===== src/rtl/wb_arbiter_pkg.sv =====
// Shared CPU parameters and types for the register-file write arbiter.
//   REG_ADDR_W / DATA_W   : register-file address and data widths
//   WB_FIFO_DEPTH         : number of MDU results that can wait for a free port
//   wb_entry_t            : one buffered MDU write {ra, wd}
//   rf_src_e              : which requester owns the register-file port this cycle
package wb_arbiter_pkg;

  localparam int unsigned REG_ADDR_W    = 5;
  localparam int unsigned DATA_W        = 32;
  localparam int unsigned WB_FIFO_DEPTH = 2;
  localparam int unsigned FIFO_CNT_W    = $clog2(WB_FIFO_DEPTH + 1);
  localparam int unsigned FIFO_PTR_W    = (WB_FIFO_DEPTH > 1) ? $clog2(WB_FIFO_DEPTH) : 1;

  typedef struct packed {
    logic [REG_ADDR_W-1:0] ra;
    logic [DATA_W-1:0]     wd;
  } wb_entry_t;

  typedef enum logic [1:0] {
    SRC_NONE,
    SRC_WB,
    SRC_FIFO,
    SRC_MDU
  } rf_src_e;

  // r0 is hardwired zero, so a write addressed to it is not a real write.
  function automatic logic is_real_reg(input logic [REG_ADDR_W-1:0] ra);
    return ra != '0;
  endfunction

endpackage


===== src/rtl/wb_arbiter_fifo.sv =====
// wb_fifo: small in-order buffer for MDU results waiting on the RF write port.
//   CLK, RST_N : clock, asynchronous active-low reset (empties the buffer)
//   i_push     : store i_din at posedge (ignored when full)
//   i_pop      : drop the head entry at posedge (ignored when empty)
//   i_din      : entry to store
//   o_head     : oldest stored entry (valid when o_cnt != 0)
//   o_cnt      : number of stored entries
module wb_fifo
  import wb_arbiter_pkg::*;
(
  input  logic                  CLK,
  input  logic                  RST_N,
  input  logic                  i_push,
  input  logic                  i_pop,
  input  wb_entry_t             i_din,
  output wb_entry_t             o_head,
  output logic [FIFO_CNT_W-1:0] o_cnt
);

  wb_entry_t             r_mem [WB_FIFO_DEPTH];
  logic [FIFO_PTR_W-1:0] r_rd_ptr;
  logic [FIFO_PTR_W-1:0] r_wr_ptr;
  logic [FIFO_CNT_W-1:0] r_cnt;
  logic                  w_push;
  logic                  w_pop;

  always_comb begin
    w_push = i_push && (r_cnt != FIFO_CNT_W'(WB_FIFO_DEPTH));
    w_pop  = i_pop  && (r_cnt != '0);
  end

  always_ff @(posedge CLK or negedge RST_N) begin
    if (!RST_N) begin
      r_rd_ptr <= '0;
      r_wr_ptr <= '0;
      r_cnt    <= '0;
    end else begin
      if (w_push)
        r_wr_ptr <= (r_wr_ptr == FIFO_PTR_W'(WB_FIFO_DEPTH - 1)) ? '0 : r_wr_ptr + 1'b1;
      if (w_pop)
        r_rd_ptr <= (r_rd_ptr == FIFO_PTR_W'(WB_FIFO_DEPTH - 1)) ? '0 : r_rd_ptr + 1'b1;
      case ({w_push, w_pop})
        2'b10:   r_cnt <= r_cnt + 1'b1;
        2'b01:   r_cnt <= r_cnt - 1'b1;
        default: r_cnt <= r_cnt;
      endcase
    end
  end

  // Payload storage needs no reset: r_cnt alone says which slots are valid.
  always_ff @(posedge CLK) begin
    if (w_push)
      r_mem[r_wr_ptr] <= i_din;
  end

  assign o_head = r_mem[r_rd_ptr];
  assign o_cnt  = r_cnt;

endmodule


===== src/rtl/wb_arbiter.sv =====
// wb_arbiter: shares the single register-file write port between the pipeline
// writeback stage (absolute priority, never stalled) and the multi-cycle unit.
// MDU results bypass straight to the port when it is idle, otherwise they wait
// in wb_fifo. A busy scoreboard tracks registers with an MDU write in flight
// and raises hazard for decode-stage source queries.
//   CLK, RST_N                  : clock, asynchronous active-low reset
//   wb_we, wb_ra, wb_wd         : writeback write request
//   md_valid/md_ready/md_ra/md_wd : MDU result handshake
//   md_issue, md_issue_ra       : MDU op issued, reserves destination register
//   qa1, qa2, hazard            : decode source queries and pending-write flag
//   rf_we, rf_ra, rf_wd         : register-file write port
//   fifo_cnt                    : buffered MDU results
module wb_arbiter
  import wb_arbiter_pkg::*;
(
  input  logic                  CLK,
  input  logic                  RST_N,
  input  logic                  wb_we,
  input  logic [REG_ADDR_W-1:0] wb_ra,
  input  logic [DATA_W-1:0]     wb_wd,
  input  logic                  md_valid,
  output logic                  md_ready,
  input  logic [REG_ADDR_W-1:0] md_ra,
  input  logic [DATA_W-1:0]     md_wd,
  input  logic                  md_issue,
  input  logic [REG_ADDR_W-1:0] md_issue_ra,
  input  logic [REG_ADDR_W-1:0] qa1,
  input  logic [REG_ADDR_W-1:0] qa2,
  output logic                  hazard,
  output logic                  rf_we,
  output logic [REG_ADDR_W-1:0] rf_ra,
  output logic [DATA_W-1:0]     rf_wd,
  output logic [1:0]            fifo_cnt
);

  logic [(1<<REG_ADDR_W)-1:0] r_busy;
  logic [(1<<REG_ADDR_W)-1:0] w_busy_nxt;
  rf_src_e                    w_src;
  wb_entry_t                  w_head;
  wb_entry_t                  w_din;
  logic [FIFO_CNT_W-1:0]      w_cnt;
  logic                       w_wb_real;
  logic                       w_md_real;
  logic                       w_push;
  logic                       w_pop;
  logic                       w_waw;

  wb_fifo u_fifo (
    .CLK    (CLK),
    .RST_N  (RST_N),
    .i_push (w_push),
    .i_pop  (w_pop),
    .i_din  (w_din),
    .o_head (w_head),
    .o_cnt  (w_cnt)
  );

  always_comb begin
    w_wb_real = wb_we && is_real_reg(wb_ra);
    w_md_real = md_valid && is_real_reg(md_ra);
    md_ready  = RST_N && (w_cnt != FIFO_CNT_W'(WB_FIFO_DEPTH));

    // Buffered results drain before a new one may bypass, keeping MDU order.
    w_src = SRC_NONE;
    if (w_wb_real)
      w_src = SRC_WB;
    else if (w_cnt != '0)
      w_src = SRC_FIFO;
    else if (w_md_real)
      w_src = SRC_MDU;

    rf_we = RST_N && (w_src != SRC_NONE);
    rf_ra = '0;
    rf_wd = '0;
    case (w_src)
      SRC_WB:   begin rf_ra = wb_ra;     rf_wd = wb_wd;     end
      SRC_FIFO: begin rf_ra = w_head.ra; rf_wd = w_head.wd; end
      SRC_MDU:  begin rf_ra = md_ra;     rf_wd = md_wd;     end
      default:  begin rf_ra = '0;        rf_wd = '0;        end
    endcase

    w_pop    = (w_src == SRC_FIFO);
    // An r0 result is accepted but dropped; a bypassed one never enters the FIFO.
    w_push   = w_md_real && md_ready && (w_src != SRC_MDU);
    w_din.ra = md_ra;
    w_din.wd = md_wd;

    // Clear before set so an issue landing on the register being retired wins.
    w_busy_nxt = r_busy;
    if (w_src == SRC_FIFO || w_src == SRC_MDU)
      w_busy_nxt[rf_ra] = 1'b0;
    if (md_issue && is_real_reg(md_issue_ra))
      w_busy_nxt[md_issue_ra] = 1'b1;
    w_busy_nxt[0] = 1'b0;

    hazard = RST_N && (r_busy[qa1] || r_busy[qa2]);
    w_waw  = md_issue && is_real_reg(md_issue_ra) && r_busy[md_issue_ra];
  end

  always_ff @(posedge CLK or negedge RST_N) begin
    if (!RST_N)
      r_busy <= '0;
    else
      r_busy <= w_busy_nxt;
  end

  assign fifo_cnt = 2'(w_cnt);

  // Issuing to a register that still has an MDU write outstanding is illegal.
  a_no_waw: assert property (@(posedge CLK) disable iff (!RST_N) !w_waw);

endmodule


===== config.mk =====
export PLATFORM = sky130hd
export DESIGN_NAME = wb_arbiter
export DESIGN_NICKNAME = d
export VERILOG_FILES = /design/src/rtl/wb_arbiter_pkg.sv /design/src/rtl/wb_arbiter_fifo.sv /design/src/rtl/wb_arbiter.sv
export SDC_FILE = /design/constraint.sdc
export NUM_CORES = 1
export LEC_CHECK = 0
export ABC_AREA = 1
export BUFFER_PORTS_ARGS = -buffer_cell sky130_fd_sc_hd__buf_4
export CAP_MARGIN = 10
export CELL_PAD_IN_SITES_DETAIL_PLACEMENT = 0
export CELL_PAD_IN_SITES_GLOBAL_PLACEMENT = 1
export CORE_MARGIN = 2
export CORE_UTILIZATION = 43
export DETAILED_ROUTE_END_ITERATION = 10
export GPL_ROUTABILITY_DRIVEN = 0
export HOLD_SLACK_MARGIN = 0.12
export PLACE_DENSITY_LB_ADDON = 0.08
export SLEW_MARGIN = 20
export SYNTH_ARGS = -nofsm -noshare
export SYNTH_HDL_FRONTEND = slang
export SYNTH_SLANG_ARGS = --single-unit

===== constraint.sdc =====
create_clock -name CLK -period 6.3 [get_ports CLK]
set_input_delay 0.945 -clock CLK [delete_from_list [all_inputs] [get_ports CLK]]
set_output_delay 0.945 -clock CLK [all_outputs]
set_load 0.05 [all_outputs]

# Word-level counts from Yosys, hierarchy flattened
# Memories as Yosys holds them, arrays and structs flattened.
# Index checks and enable logic that the tools add are counted.
# op_classes
addsub,4
order_cmp,6
n_eq_ne,7
n_mux,20
bitwise_logic,3
n_reduce_logical,20
# ops
operator,count
32-bit case mux with 3 select lines,1
32-bit 2-to-1 mux,2
32-bit bitwise AND,1
32-bit inverter,1
32-bit OR,1
5-bit by 6-bit < comparator with 1-bit output (second input constant),4
5-bit case mux with 3 select lines,1
5-bit nonzero test,3
1-bit logical AND,12
1-bit binary-select mux with 5-bit select,2
1-bit demux with 5-bit select,2
5-bit by 1-bit greater-or-equal comparator with 1-bit output (second input constant),2
1-bit 2-to-1 mux,8
2-bit == test (second input constant),3
2-bit 2-to-1 mux,3
2-bit nonzero test,3
2-bit by 1-bit == test with 1-bit output (second input constant),2
2-bit != test (second input constant),2
2-bit case mux with 2 select lines,1
1-bit adder (second input constant),2
2-bit by 1-bit adder with 2-bit output (second input constant),1
1-bit logical OR,2
2-bit by 1-bit subtractor with 2-bit output (second input constant),1
# word_totals
reg_bits,35
ramBits,74
input_bits,94
out_inout_bits,42
wordCells,65
memories,1
# mem_list
memory,words,width,read_ports,rd_ports_with_merged_regs,wr,line_no,rtl
u_fifo.r_mem,2,37,1,0,1,wb_arbiter_fifo.sv:20,wb_entry_t r_mem [WB_FIFO_DEPTH];

# Longest topological paths before layout
# logic_depth
ltp_word,16
mapped_depth,13
mapped_depth_nobuf,13

# Modules after synthesis
# A second synthesis with hierarchy kept.
# unflattened
cells_unflattened,715
hier_area_um2,5881.9
# modules_own_cells
mod,instances,cells_per_inst,area_per_inst_um2,seq_area_each_um2
wb_arbiter,1,491,2951.6,775.7
wb_fifo,1,224,2930.3,2322.2

# Worst setup path after synthesis
# No wires, ideal clock.
# synth_path
path_kind,input -> register
start,in RST_N
end,mem u_fifo.r_mem[0][0] (netlist name) (enable)
setup_time_ns,0.431
t_arrival_ns,3.733
t_required_ns,5.869
setup_slack_ns,2.136
stages,4
path_buffers,0
path_cell_list,inv_1 -> a21oi_1 -> nand4_1 -> nor2_1
# synth_via
elab_chain_cells,6
# synth_rtl
element,line_no,rtl
"start, declared",wb_arbiter.sv:17,"input logic RST_N,"
1-bit logical AND,wb_arbiter.sv:61,md_ready = RST_N && (w_cnt != FIFO_CNT_W'(WB_FIFO_DEPTH));
named net md_ready,wb_arbiter.sv:22,"output logic md_ready,"
1-bit logical AND (2 in series),wb_arbiter.sv:84,w_push = w_md_real && md_ready && (w_src != SRC_MDU);
1-bit logical AND,wb_arbiter_fifo.sv:28,w_push = i_push && (r_cnt != FIFO_CNT_W'(WB_FIFO_DEPTH));
1-bit 2-to-1 mux,wb_arbiter_fifo.sv:52,if (w_push)
1-bit 2-to-1 mux (not written as such),wb_arbiter_fifo.sv:53,r_mem[r_wr_ptr] <= i_din;
"end, declared",wb_arbiter_fifo.sv:20,
# The timed path passes the listed nets, and every way through them passes these cells.

# Final worst setup path
# layout_path
start,in qa1[0]
end,out hazard
# layout_via
elab_chain_cells,4
# layout_rtl
element,line_no,rtl
"start, declared",wb_arbiter.sv:27,"input logic [REG_ADDR_W-1:0] qa1,"
1-bit binary-select mux with 5-bit select,wb_arbiter.sv:96,hazard = RST_N && (r_busy[qa1] || r_busy[qa2]);
1-bit 2-to-1 mux (not written as such),wb_arbiter.sv:96,
1-bit logical OR,wb_arbiter.sv:96,
1-bit logical AND,wb_arbiter.sv:96,
"end, declared",wb_arbiter.sv:29,"output logic hazard,"
# Every way passes these cells. The select of a mux whose other input is x is not followed.

==> flow_summary.ini <==
[outcome]
status = complete, no violations

[clocking]
cts-resized-gates = 0
tritoncts = done
cts_buffers = 9
cts_buffer_depth = 2
insertion_delay_ns = 0.35
clock-sinks = 109
cts.clk_slew.worst_paths_ns = 0.07
post_cts_buffers = 0
hold_buffers = 0
htree_levels = 3
cts_root_buf = clkbuf_16

[routing]
finalWirelength_um = 15700
drc = 0
ant_nets = 0
drt_pass1_iterations = 5
via_count = 5037
drtIter0Drc = 411
viasPerCell = 5.36
wl_per_cell_um = 16.7

[sta]
rsz0062_at_grt = false
slew_violations = 0
tns_ns = 0
fmax_mhz = 275
skew_ns = 0.00974
finalSetupViolCount = 0
timing.final.crit_share_pct = 57.7
post-route-min-period_ns = 3.64
max-slew-margin-rel_pct = 34.2
worstMarginPinSlew_ns = 0.979
hold_viol = 0

[yosys]
ys_seq_area_share_pct = 55.1
ys_seq_elements = 109
syn_inst = 640
syn-cell-area_um2 = 5620
synthDistinctLibCells = 28
synth_largest_area_cell = edfxtp_1
yosysWarningCount = 0
synth_flop_cell = edfxtp_1
synth_top_area_share_pct = 39.5
synthTopCellsByCount = nand2_1, edfxtp_1, nand3_1
async_flop_share_pct = 32.1
yosysMostFrequentCell = nand2_1
syn_area_per_cell_um2 = 8.78
syn_nets = 735
synth_edf_count = 74
synth_top_cells_by_area = edfxtp_1, dfrtp_1, nand2_1

[critical_path]
arrival_ns = 2.69
path_cells = buf_4 -> inv_1 -> a21oi_1 -> o21ai_0 -> nand3_1 -> nand3_1 -> nand2_1 -> nand2_1 -> nand2_1 -> nor2_1 -> nor2_1 -> buf_4
crit_family = buffers and inverters
slowest_stage = inv_1
max_stage_delay_ns = 0.42
critPathCaptureType = primary output
crit_top_cell = nand2_1
cp.required_ns = 5.35
cp_max_fo = 20
cp-start-kind = primary input
crit_buf_inv = 3
critPathKind = in -> out

[power_and_ir_drop]
power_density_nw_per_um2 = 411
max-vdd-ir-drop_mv = 0.206
leakagePower_nw = 3.13

[min_path]
min-delay-path-class = reg -> reg

[placed_design]
port_buffers = 135
hpwlAfterDp_um = 11000

[floorplan]
start_util_pct = 44.4
die_w_um = 118
core_um2 = 12700
die_area_um2 = 14000
die_h_um = 118
boundaryPins = 136
rows = 41

[grt]
grt_pass1_vias = 4698
grt_max_degree = 39
grtUsageTotal_pct = 22.5
grt_antenna_before_repair = 0
gr-total-overflow = 0
grt_pass1_wl_um = 24600

[finish]
final_util_pct = 56.1
fin_nets = 858
drive_gt1_share_pct = 23.3
diodes = 0
area_growth_pct = 26.4

[job]
drv_cap = 0
==> tightest hold or removal path: cells and delay by family (launching register included) <==
family	cells	cell delay, ns
flip-flops	1	0.35
AND/OR/NAND/NOR	2	0.11
==> path summary, 6_finish.rpt <==
check	slack [ns]	cells past startpoint	to	startpoint
max in group asynchronous	5.42	1	r_busy[21]$_DFF_PN0_	RST_N
worst max register to register	3.80	10	r_busy[13]$_DFF_PN0_	u_fifo.o_cnt[1]$_DFFE_PN0P_
min in group asynchronous	0.54	1	r_busy[6]$_DFF_PN0_	RST_N
worst max-delay path	2.66	12	hazard	qa1[0]
worst min-delay path	0.48	2	r_busy[16]$_DFF_PN0_	r_busy[16]$_DFF_PN0_
worst min register to register	0.48	2	r_busy[16]$_DFF_PN0_	r_busy[16]$_DFF_PN0_
==> placed cells by master (no fill, tap or decap), drive strengths merged <==
master,netlist,final
nand2,235,235
buf,10,139
edfxtp,74,74
nand3,61,61
a21oi,46,46
inv,42,45
nor2,37,37
dfrtp,35,35
a221o,32,32
o21ai,25,25
nor3,12,12
clkbuf,17,10
o211ai,5,5
clkinv,2,5
xnor2,2,2
xor2,2,2
nand4,1,1
nand3b,1,1
ha,1,1
==> stage by stage <==
step / setup WS (ns) / instances / hold slack [ns] / cell area, um2 / power (mW)
final: 2.66 / 940 / 0.485 / 7100 / 2.92
after global routing: 2.47 / 940 / 0.513 / 7100 / 3.08
after CTS: 2.69 / 938 / 0.485 / 7040 / 2.90
after detailed placement: 2.71 / 922 / 0.468 / 6760 / 2.37
after global placement: 2.69 / 922 / 0.456 / 6760 / 2.34
after floorplan: 2.14 / 640 / 0.442 / 5620 / 1.94
==> power by group <==
part           switching (mW)  leakage (nW)  internal [mW]
logic                   0.882          1.89          0.399
registers               0.148          1.10          0.947
clock network           0.266         0.141          0.276
==> layer usage <==
metal	routed length [um]	global-route usage, %
met1	7360	33.2
met2	6970	34.0
met3	1320	5.60
met4	93	3.84
met5	0	0
==> state kept, by name, summed over array words and instances, names as in the netlist <==
register,count
u_fifo.r_mem,74
r_busy,31
u_fifo.o_cnt,2
u_fifo.r_rd_ptr,1
u_fifo.r_wr_ptr,1
==> cell families after synthesis <==
| group | synth area share, % |
|---|---|
| adders and majority gates | 0.223 |
| DFF | 55.1 |
| and+or+nand+nor | 26.3 |
| AOI/OAI and AO/OA | 12.7 |
| xor gates and xnor gates | 0.623 |
| buffers and inverters | 5.05 |
==> area by class of cell <==
class | instances | area [um2]
sequential | 109 | 3100
timing repair buffer | 139 | 1080
inverter | 44 | 165
multi-input combinational | 460 | 2260
tap | 172 | 215
clock inverter | 6 | 53.8
clock buffer | 10 | 229
fill | 1167 | 5570
Power figures use the tool's default switching activity.
